<file path="config.mk">
export PLATFORM = sky130hd
export DESIGN_NAME = apx_err_accum
export DESIGN_NICKNAME = d
export VERILOG_FILES = /design/src/rtl/apx_err_pkg.sv /design/src/rtl/apx_err_diff_stage.sv /design/src/rtl/apx_err_accum.sv
export SDC_FILE = /design/constraint.sdc
export NUM_CORES = 1
export LEC_CHECK = 0
export ABC_AREA = 0
export CAP_MARGIN = 30
export CORE_MARGIN = 4
export CORE_UTILIZATION = 25
export DETAILED_ROUTE_END_ITERATION = 16
export GPL_ROUTABILITY_DRIVEN = 0
export SLEW_MARGIN = 20
export SYNTH_ARGS = -nofsm -noshare
export SYNTH_HDL_FRONTEND = slang
export SYNTH_SLANG_ARGS = --single-unit
</file>
<file path="constraint.sdc">
create_clock -name clk -period 5.17 [get_ports clk]
set_input_delay 1.034 -clock clk [delete_from_list [all_inputs] [get_ports clk]]
set_output_delay 1.034 -clock clk [all_outputs]
set_load 0.02 [all_outputs]
</file>
<file path="src/rtl/apx_err_pkg.sv">
`default_nettype none
// +--------------------------------------------------------------------+
// | apx_err_pkg : shared types, widths and saturating add for error stats |
// | Rev 1.0                                                             |
// +--------------------------------------------------------------------+
package apx_err_pkg;

  typedef enum logic [1:0] {
    ST_IDLE  = 2'd0,
    ST_RUN   = 2'd1,
    ST_DRAIN = 2'd2,
    ST_DONE  = 2'd3
  } state_e;

  localparam int unsigned C_WIDTH = 32;
  localparam int unsigned C_CNT_W = 16;
  localparam int unsigned C_SUM_W = 48;

  // Adds two values of up to 64 bits and clamps at the all-ones value of width w (w <= 64).
  function automatic logic [63:0] sat_add(input logic [63:0] a, input logic [63:0] b,
                                          input int unsigned w);
    logic [64:0] s;
    logic [64:0] m;
    s = {1'b0, a} + {1'b0, b};
    m = (65'd1 << w) - 65'd1;
    return (s > m) ? m[63:0] : s[63:0];
  endfunction

endpackage
`default_nettype wire

</file>
<file path="src/rtl/apx_err_diff_stage.sv">
`default_nettype none
// +--------------------------------------------------------------------+
// | apx_err_diff_stage : registered signed difference acc - apx + valid |
// | Rev 1.0                                                             |
// +--------------------------------------------------------------------+
module apx_err_diff_stage
  import apx_err_pkg::*;
#(
  parameter int unsigned WIDTH = C_WIDTH
) (
  input  logic             clk,
  input  logic             rst,
  input  logic             i_valid,
  input  logic [WIDTH-1:0] i_acc,
  input  logic [WIDTH-1:0] i_apx,
  output logic             o_valid,
  output logic [WIDTH:0]   o_diff
);

  logic           r_valid;
  logic [WIDTH:0] r_diff;

  always_ff @(posedge clk or negedge rst) begin
    if (!rst) begin
      r_valid <= 1'b0;
      r_diff  <= '0;
    end else begin
      r_valid <= i_valid;
      // One extra bit keeps the full difference range without overflow.
      if (i_valid) begin
        r_diff <= {i_acc[WIDTH-1], i_acc} - {i_apx[WIDTH-1], i_apx};
      end
    end
  end

  assign o_valid = r_valid;
  assign o_diff  = r_diff;

endmodule
`default_nettype wire

</file>
<file path="src/rtl/apx_err_accum.sv">
`default_nettype none
// +--------------------------------------------------------------------+
// | apx_err_accum : streaming error statistics for approximate adders  |
// | Rev 1.0                                                             |
// +--------------------------------------------------------------------+
module apx_err_accum
  import apx_err_pkg::*;
#(
  parameter int unsigned WIDTH = C_WIDTH,
  parameter int unsigned CNT_W = C_CNT_W,
  parameter int unsigned SUM_W = C_SUM_W
) (
  input  logic             clk,
  input  logic             rst,
  input  logic             start,
  input  logic [CNT_W-1:0] num_samples,
  input  logic             in_valid,
  output logic             in_ready,
  input  logic [WIDTH-1:0] in_acc,
  input  logic [WIDTH-1:0] in_apx,
  output logic             out_valid,
  input  logic             out_ready,
  output logic [CNT_W-1:0] out_sample_cnt,
  output logic [CNT_W-1:0] out_mismatch_cnt,
  output logic [SUM_W-1:0] out_err_sum,
  output logic [WIDTH-1:0] out_err_max,
  output logic             busy
);

  state_e           r_state;
  logic [CNT_W-1:0] r_n;
  logic [CNT_W-1:0] r_acc_cnt;
  logic             r_out_valid;
  logic [CNT_W-1:0] r_sample_cnt;
  logic [CNT_W-1:0] r_mismatch_cnt;
  logic [SUM_W-1:0] r_err_sum;
  logic [WIDTH-1:0] r_err_max;

  logic             w_accept;
  logic             w_s1_valid;
  logic [WIDTH:0]   w_diff;
  logic [WIDTH-1:0] w_abs;
  logic [SUM_W-1:0] w_sum_next;

  assign w_accept = in_valid && (r_state == ST_RUN);

  apx_err_diff_stage #(
    .WIDTH(WIDTH)
  ) u_diff (
    .clk     (clk),
    .rst     (rst),
    .i_valid (w_accept),
    .i_acc   (in_acc),
    .i_apx   (in_apx),
    .o_valid (w_s1_valid),
    .o_diff  (w_diff)
  );

  // |diff| never exceeds 2^WIDTH-1, so dropping the top bit after negation is exact.
  assign w_abs      = w_diff[WIDTH] ? WIDTH'(-w_diff) : w_diff[WIDTH-1:0];
  assign w_sum_next = SUM_W'(sat_add(64'(r_err_sum), 64'(w_abs), SUM_W));

  always_ff @(posedge clk or negedge rst) begin
    if (!rst) begin
      r_state        <= ST_IDLE;
      r_n            <= '0;
      r_acc_cnt      <= '0;
      r_out_valid    <= 1'b0;
      r_sample_cnt   <= '0;
      r_mismatch_cnt <= '0;
      r_err_sum      <= '0;
      r_err_max      <= '0;
    end else begin
      if (w_s1_valid) begin
        r_sample_cnt   <= r_sample_cnt + CNT_W'(1);
        r_mismatch_cnt <= r_mismatch_cnt + CNT_W'(w_diff != '0);
        r_err_sum      <= w_sum_next;
        if (w_abs > r_err_max) r_err_max <= w_abs;
      end
      case (r_state)
        ST_IDLE: begin
          if (start) begin
            r_n            <= num_samples;
            r_acc_cnt      <= '0;
            r_sample_cnt   <= '0;
            r_mismatch_cnt <= '0;
            r_err_sum      <= '0;
            r_err_max      <= '0;
            if (num_samples == '0) begin
              r_state     <= ST_DONE;
              r_out_valid <= 1'b1;
            end else begin
              r_state <= ST_RUN;
            end
          end
        end
        ST_RUN: begin
          if (w_accept) begin
            r_acc_cnt <= r_acc_cnt + CNT_W'(1);
            if (r_acc_cnt == r_n - CNT_W'(1)) r_state <= ST_DRAIN;
          end
        end
        ST_DRAIN: begin
          // Stage 2 folds the last sample on the edge stage 1 empties.
          if (!w_s1_valid) begin
            r_state     <= ST_DONE;
            r_out_valid <= 1'b1;
          end
        end
        ST_DONE: begin
          if (out_ready) begin
            r_state     <= ST_IDLE;
            r_out_valid <= 1'b0;
          end
        end
        default: r_state <= ST_IDLE;
      endcase
    end
  end

  assign in_ready         = (r_state == ST_RUN);
  assign busy             = (r_state != ST_IDLE);
  assign out_valid        = r_out_valid;
  assign out_sample_cnt   = r_sample_cnt;
  assign out_mismatch_cnt = r_mismatch_cnt;
  assign out_err_sum      = r_err_sum;
  assign out_err_max      = r_err_max;

endmodule
`default_nettype wire

</file>
======== After elaboration in Yosys (flattened, before gate mapping) ========
Index checks and enable logic that the tools add are counted.
W data, S select, Z words.
cells by class
  add/subtract/negate cells ............... 7
  multiplexer cells ....................... 30
  reductions and logical operators ........ 11
  equality and inequality tests ........... 10
  order comparisons ....................... 2
operators by type and width
  cell                     count
  $mux W48                 4
  $mux W32                 5
  $mux W16                 8
  $add A48 B32 Y49         1
  $gt A49 B48 Y1 const B   1
  $reduce_bool A33 Y1      1
  $sub A32 B32 Y33         1
  $add A16 B1 Y16 const B  2
  $gt A32 B32 Y1           1
  $neg A32 Y32             1
  $pmux W16 S2             1
  $add A16 B1 Y16          1
  $eq A16 B16 Y1           1
  $logic_not A16 Y1        1
  $sub A16 B1 Y16 const B  1
  $mux W2                  6
  $reduce_and A5 Y1        2
  $ne A2 B2 Y1 const B     4
  $pmux W2 S4              1
  $eq A2 B2 Y1 const B     2
  $mux W1                  4
  $ne A2 B1 Y1 const B     2
  $reduce_bool A2 Y1       2
  $pmux W1 S3              1
  other kinds (6)          6
storage, ports and cells
  word-level logic and storage cells ...... 70
  output and inout port bits .............. 115
  flip-flop bits (word level) ............. 181
  input bits .............................. 85

======== Depth between registers and ports, before layout ========
Gate-level depths: netlist of run 1.
  word-level depth ........................ 8
  gate-level depth with buffers ........... 20
  mapped depth without buffers ............ 18

======== Cells and area by module ========
Synthesis of run 1 repeated with hierarchy kept, for this count alone.
unflattened totals
  cell total of the unflattened synthesis .. 1603
  area, all modules ....................... 13696.9 µm²
modules (own cells, without submodules)
  module              cells an instance  times used  area each (µm²)  sequential area each (µm²)
  apx_err_accum       1203               1           10400.0          3678.5
  apx_err_diff_stage  400                1           3296.9           850.8

======== Least setup slack after synthesis of run 1 ========
No wires, ideal clock.
  path kind ............................... reg2reg
  start ................................... register u_diff.r_diff[6], in the netlist u_diff.o_diff[6]
  end ..................................... register r_err_sum[0], in the netlist out_err_sum[0]
  stages on the path, launching flop included .. 18
  data required time ...................... 5093 ps
  slack ................................... 510 ps
  clock period less this slack ............ 4660 ps
  library setup time ...................... 77 ps
  buffers on the path ..................... 3
  arrival time ............................ 4583 ps
  cells stage by stage .................... dfrtp_1 -> or4_1 -> or2_1 -> or3_4 -> nand3b_4 -> or2_4 -> o31ai_4 -> xnor2_1 -> ha_1 -> clkbuf_1 -> nand3_1 -> or3_1 -> nor4b_2 -> o2111ai_1 -> and2_1 -> buf_6 -> buf_2 -> a21oi_1
on the way
  longest elaborated chain between the ends .. 8
RTL lines
  element                 line                      text
  from (decl)             apx_err_diff_stage.sv:21  logic [WIDTH:0] r_diff;
  from (signal assigned)  apx_err_diff_stage.sv:31  r_diff <= {i_acc[WIDTH-1], i_acc} - {i_apx[WIDTH-1], i_apx};
  $neg A32 Y32            apx_err_accum.sv:60       assign w_abs = w_diff[WIDTH] ? WIDTH'(-w_diff) : w_diff[WIDTH-1:0];
  $mux W32 *              apx_err_accum.sv:60
  $add A48 B32 Y49 *      apx_err_pkg.sv:24         s = {1'b0, a} + {1'b0, b};
  $gt A49 B48 Y1 *        apx_err_pkg.sv:26         return (s > m) ? m[63:0] : s[63:0];
  $mux W48 *              apx_err_pkg.sv:26
  $mux W48 *              apx_err_accum.sv:74       if (w_s1_valid) begin
  $mux W48                apx_err_accum.sv:82       if (start) begin
  $mux W48 *              apx_err_accum.sv:80       case (r_state)
  to (signal assigned)    apx_err_accum.sv:77       r_err_sum <= w_sum_next;
  to (decl)               apx_err_accum.sv:36       logic [SUM_W-1:0] r_err_sum;
Every way passes the cells marked *; elsewhere a longest branch is shown, timed or not.
A chain may end at the register's enable or synchronous reset.

======== Worst setup path in the final report of run 1 ========
  start ................................... register u_diff.r_diff[6], in the netlist u_diff.o_diff[6]
  end ..................................... register r_err_sum[42], in the netlist out_err_sum[42]
on the way
  longest elaborated chain between the ends .. 8
RTL lines
  element             line
  $neg A32 Y32        apx_err_accum.sv:60
  $mux W32 *          apx_err_accum.sv:60
  $add A48 B32 Y49 *  apx_err_pkg.sv:24
  $gt A49 B48 Y1      apx_err_pkg.sv:26
  $mux W48 *          apx_err_pkg.sv:26
  $mux W48 *          apx_err_accum.sv:74
  $mux W48            apx_err_accum.sv:82
  $mux W48 *          apx_err_accum.sv:80
Marks and branches as above.

==> impl_metrics.yaml, run 1 <==
outcome:
  status: "completed"
drt:
  met3WireLength_um: 2290
  top_layer_used: "met4"
  drt_iter0_drc: 675
  drc: 0
  vias: 12006
  wirelength_um: 40100
  drt_first_pass_iters: 5
  drtAntennaViolNets: 0
  dr_wl_met2_um: 18300
  wl_per_cell_um: 16.6
  viasPerCell: 4.98
  wl_met1_um: 18900
sta:
  fin_crit_sh_pct: 94.4
  min_period_ps: 4880
  clock.fmax_mhz: 205
  rsz0062_at_grt: "no"
  timing.hold.ws_ps: 511
  setup_tns_ps: 0
  setup_viol: 0
  clock_skew_ps: 13.4
  hold_viol_final: 0
  worst_slack_ps: 288
  relSlewSlack_pct: 36.2
  worst_slew_pin_slew_ps: 957
  maxSlewViolCount: 0
synthesis:
  ys_ff_latch: 181
  syn_avg_cell_area_sq_um: 8.56
  synth.top_cell.area_share_pct: 34.3
  syn_area_sq_um: 13200
  synth_edf_count: 0
  syn_inst: 1543
  yosysMostFrequentCell: "dfrtp_1"
  synth_ff_type: "dfrtp_1"
  synth_area_leaders: "dfrtp_1 (34%), ha_1 (11%), xnor2_1 (5.2%), a21oi_1 (5.1%), o21ai_0 (4.7%)"
  ys_warn_count: 0
  yosys.area.top_type: "dfrtp_1"
  synth_cell_type_count: 69
  seq_area_frac_synth_pct: 34.3
  syn_nets: 1741
  async_reset_ff_share_pct: 100
  synth_commonest_cells: "dfrtp_1 (181), nand2_1 (141), a21oi_1 (135)"
power:
  finalPower_mw: 10.5
  pwr-share-seq_pct: 23.0
  p_switching_mw: 5.03
  worst_ir_drop_vdd_v: 0.000287
  p_clk_share_pct: 13.2
  leakagePower_nw: 7.29
  internal_power_mw: 5.44
  power_switching_share_pct: 48.1
  combPwrFrac_pct: 63.7
  p_per_area_nw_per_um2: 630
die:
  io_pins: 200
  die_area_sq_um: 56600
  start_util_pct: 25.5
  die_y_um: 238
  rows: 83
  die_w_um: 238
  core_sq_um: 51800
clock_network:
  clock-sinks: 181
  clk_latency_ps: 460
  cts_max_path_buffers: 2
  hold_buffers: 0
  numCtsBuffers: 17
  root_buffer: "clkbuf_16"
  clk_pin_slew_ps: 70
  htreeDepth: 4
  cts_tree: "done"
global_routing:
  grt_max_degree: 80
  grt_pass1_wl_um: 63500
  first_global_vias: 11621
  grt_antenna_before_repair: 0
  track_usage_pct: 13.9
  grt_overflow: 0
cells_and_area:
  finalNonFillerCells: 2412
  drive_above_1_share_pct: 4.91
  nNetsFinal: 1917
  area_delta_synth_final_pct: 25.8
  antenna_cells: 0
  fillCellCount: 5404
critical_path:
  worstPathMaxFanout: 6
  crit_arrival_ps: 5230
  startpoint: "u_diff.o_diff[6]"
  cp.required_ps: 5510
  crit_path_start_kind: "register"
  crit_type: "reg -> reg"
  cp-end-kind: "register"
  r2r-start: "u_diff.o_diff[6]"
placed_design:
  dp_cells: 2379
  portBuffers: 199
  place_hpwl_um: 30900
  pre_cts_slack_ps: 235
job:
  cap_violations: 0
worst_hold_path:
  min_from: "r_n[15]"
  min_path_type: "reg -> reg"
per-stage QoR:
stage | cell area, sq um | util, %
final | 16600 | 32.1
after global routing | 16600 | 32.1
after CTS | 16600 | 32.0
after detailed placement | 16000 | 30.8
after global placement | 16000 | 30.8
after floorplan | 13200 | -
critical path: stages (launching register included):
cell	delay (ps)
dfrtp_1	430
or4_1	550
or2_1	260
or3_4	350
nand3b_4	190
or2_4	310
o21ai_1	220
xnor2_2	180
ha_1	310
a21o_1	180
a21o_1	180
a21oi_1	190
o21a_1	170
o221ai_1	200
o2111ai_1	260
buf_4	170
nor3b_1	190
buf_4	170
nand2_1	50
o21a_1	200
power by group through the flow:
stage / clock, mW / sequential, mW / combinational (mW)
detailed placement: 0 / 2.43 / 6.59
global route: 1.49 / 2.48 / 7.43
global placement: 0 / 2.41 / 6.50
CTS: 1.44 / 2.41 / 6.66
floorplan: 0 / 2.52 / 4.47
finish: 1.39 / 2.41 / 6.67
logic make-up (layout without fill, tap and decap cells):
kind of cell	Yosys count	count (layout)	share of synthesized area [%]
AND/OR/NAND/NOR	460	460	17.4
AO/OA/AOI/OAI	476	476	22.8
XOR/XNOR	132	132	8.75
multiplexers	12	12	0.938
buffers and inverters	169	358	4.96
flip-flops	181	181	34.3
adder cells (fa/ha/maj)	113	113	10.8
routing by layer:
layer	GRT usage (%)	vias to the layer above
met3	2.99	32
li1	-	5914
met5	0	-
met4	3.22	0
met1	19.2	5749
met2	22.2	311
layout make-up:
cell class	count	area (sq um)	area share (%)
inverters	105	394	2.37
clock buffers	17	425	2.56
well taps	680	851	5.12
flip-flops and latches	181	4530	27.3
multi-input cells	1193	8050	48.5
repair buffers	221	2170	13.1
clock inverters	15	186	1.12
path summary, 6_finish.rpt:
kind	endpoint	slack, ps	cells after the start
worst max-delay path	out_err_sum[42]	290	19
worst min-delay path	r_n[15]	510	2
worst max register to register	out_err_sum[42]	290	19
worst min register to register	r_n[15]	510	2
max in group asynchronous	u_diff.o_diff[3]	3510	2
min in group asynchronous	out_mismatch_cnt[15]	550	1
placed cells by master (no fill, tap or decap), types with 27 or more instances in the layout:
master	count
clkdlybuf4s50_1	198
dfrtp_1	180
nand2_1	140
a21oi_1	135
o21ai_0	123
ha_1	109
inv_1	104
nor2_1	94
xnor2_1	78
xor2_1	53
a21o_1	50
a211oi_1	44
nand3_1	38
and3_1	34
nand4_1	27
flip-flops by register name (all words and copies together) (netlist names):
name	cells
out_err_max	32
r_state	2
r_n	16
out_sample_cnt	16
out_valid	1
r_acc_cnt	16
out_mismatch_cnt	16
out_err_sum	48
u_diff.o_valid	1
u_diff.o_diff	33
what timing repair did:
item                       in CTS  in global routing
buffers inserted                0                  1
setup endpoints to repair       0                 35
gates resized for setup         0                  5
No activity file was read; power rests on OpenSTA's default activity.
==> run 2: changes to the inputs <==
- CORE_UTILIZATION: 25 -> 56
- PLACE_DENSITY: not set -> 0.82
==> run 2 against run 1 <==
Cell count fell by 15%. First-iteration DRC count up 26%. Via count increased by 0.91%. Sequential share of layout area rose by 0.85 points. Maximum frequency shrank 2.3%. Sequential power about the same. Core utilization increased by 38 points.
==> impl_metrics.yaml, run 2 (synthesis gave the netlist of run 1 again) <==
cells_and_area:
  most-common-layout-cells: "clkdlybuf4s50_1 (198), dfrtp_1 (181), nand2_1 (140)"
  nNetsFinal: 1913
  largest_reg_flops: 48
  area_delta_synth_final_pct: 22.0
  antenna_cells: 0
  fillCellCount: 1807
  stdcell_area_sq_um: 16100
  layout_commonest_cell: "clkdlybuf4s50_1"
  drive_above_1_share_pct: 4.57
sta:
  maxSlewViolCount: 0
  clock_skew_ps: 6.97
  fin_crit_sh_pct: 96.6
  relSlewSlack_pct: 41.9
  setup_viol: 0
  worst_slew_pin_slew_ps: 868
  hold_viol_final: 0
  setup_tns_ps: 0
  clock.fmax_mhz: 200
  min_period_ps: 5000
die:
  die_area_sq_um: 26100
  start_util_pct: 57.6
  die_y_um: 162
  rows: 55
  die_w_um: 162
  io_pins: 200
  core_sq_um: 22900
clock_network:
  hold_buffers: 0
  clk_pin_slew_ps: 70
  cts.repair.resized: 0
  postCtsSetupBuffers: 0
  clock-sinks: 181
  cts_tree: "done"
  cts_max_path_buffers: 2
  htreeDepth: 4
  numCtsBuffers: 17
  clk_latency_ps: 440
  root_buffer: "clkbuf_16"
placed_design:
  portBuffers: 199
  place_hpwl_um: 25800
  dpl-instance-area_sq_um: 15500
global_routing:
  grt_pass1_wl_um: 57300
  grt_antenna_before_repair: 0
  track_usage_pct: 26.3
  first_global_vias: 11807
  grt_overflow: 0
  grt_max_degree: 94
critical_path:
  crit_path_start_kind: "register"
  cp.required_ps: 5460
  cp-end-kind: "register"
  crit_type: "reg -> reg"
  crit_arrival_ps: 5280
  worstPathMaxFanout: 6
outcome:
  status: "completed"
drt:
  dr_wl_met2_um: 16100
  met3WireLength_um: 2530
  drt_iter0_drc: 850
  vias: 12115
  drtAntennaViolNets: 0
  drt_first_pass_iters: 6
  wirelength_um: 34700
  wl_per_cell_um: 17.0
  viasPerCell: 5.94
  top_layer_used: "met4"
  drc: 0
  wl_met1_um: 14900
power:
  combPwrFrac_pct: 64.3
  p_clk_share_pct: 12.6
  finalPower_mw: 10.4
  p_switching_mw: 4.92
  p_per_area_nw_per_um2: 643
  pwr-share-seq_pct: 23.1
  leakagePower_nw: 7.27
  worst_ir_drop_vdd_v: 0.000278
  internal_power_mw: 5.44
  power_switching_share_pct: 47.5
job:
  cap_violations: 0
worst_hold_path:
  min_path_type: "reg -> reg"
-- run 2: cell types whose count changed in the layout (fill, tap and decap cells not counted), sizes merged --
cell,change
buf,-4
clkinvlp,-2
clkinv,+3
clkbuf,+3
inv,-5
-- run 2: layer usage --
| metal | up-vias | track usage (%) |
|---|---|---|
| li1 | 5899 | - |
| met2 | 430 | 43.1 |
| met4 | 0 | 9.81 |
| met5 | - | 0 |
| met3 | 82 | 4.72 |
| met1 | 5704 | 34.9 |
-- run 2: power by group through the flow --
stage               clock, mW  sequential, mW  combinational [mW]
floorplan                   0            2.52                4.47
global placement            0            2.38                6.25
detailed placement          0            2.40                6.46
CTS                      1.32            2.38                6.55
global route             1.39            2.45                7.35
finish                   1.30            2.40                6.66
-- run 2: path summary, 6_finish.rpt --
check	startpoint	end	slack [ps]	depth (start not counted)
max	u_diff.o_diff[6]	out_err_sum[38]	170	19
min	u_diff.o_diff[9]	u_diff.o_diff[9]	520	2
max reg2reg	u_diff.o_diff[6]	out_err_sum[38]	170	19
min reg2reg	u_diff.o_diff[9]	u_diff.o_diff[9]	520	2
max in group asynchronous	rst	out_err_sum[29]	3520	2
min in group asynchronous	rst	r_acc_cnt[1]	660	1
-- run 2: cell type report --
class                      instances  area [sq um]  share of cell area (%)
multi-input combinational       1193          8060                    50.1
clock inverter                    11           124                   0.769
inverter                         105           394                    2.45
sequential                       181          4530                    28.1
timing repair buffer             217          2140                    13.3
tap                              313           392                    2.43
clock buffer                      20           457                    2.84
-- run 2: critical path, cell delays in order (launching register included) --
cell and delay [ps]:
dfrtp_1 440, or4_1 550, or2_1 270, or3_4 360
nand3b_4 180, or2_4 310, o21ai_1 250, xnor2_2 200
ha_1 320, a21o_1 200, a21o_1 180, a21oi_1 210
o21a_1 190, o221ai_1 180, o2111ai_1 240, buf_4 170
nor3b_1 200, buf_4 170, and3_1 150, nor3_1 50
-- run 2: per-stage QoR --
| stage | cells | util (%) | hold slack (ps) | setup slack, ps |
|---|---|---|---|---|
| after floorplan | 1543 | - | 465 | 510 |
| after global placement | 2009 | 67.6 | 483 | 335 |
| after detailed placement | 2009 | 67.6 | 484 | 221 |
| after CTS | 2040 | 70.1 | 526 | 130 |
| after global routing | 2040 | 70.3 | 563 | -13.4 |
| final | 2040 | 70.3 | 523 | 174 |
==> run 3: changes to the inputs <==
- CAP_MARGIN: 30 -> 5
==> results of run 3 <==
No change in the layout: final DEF, timing and power equal those of run 2.
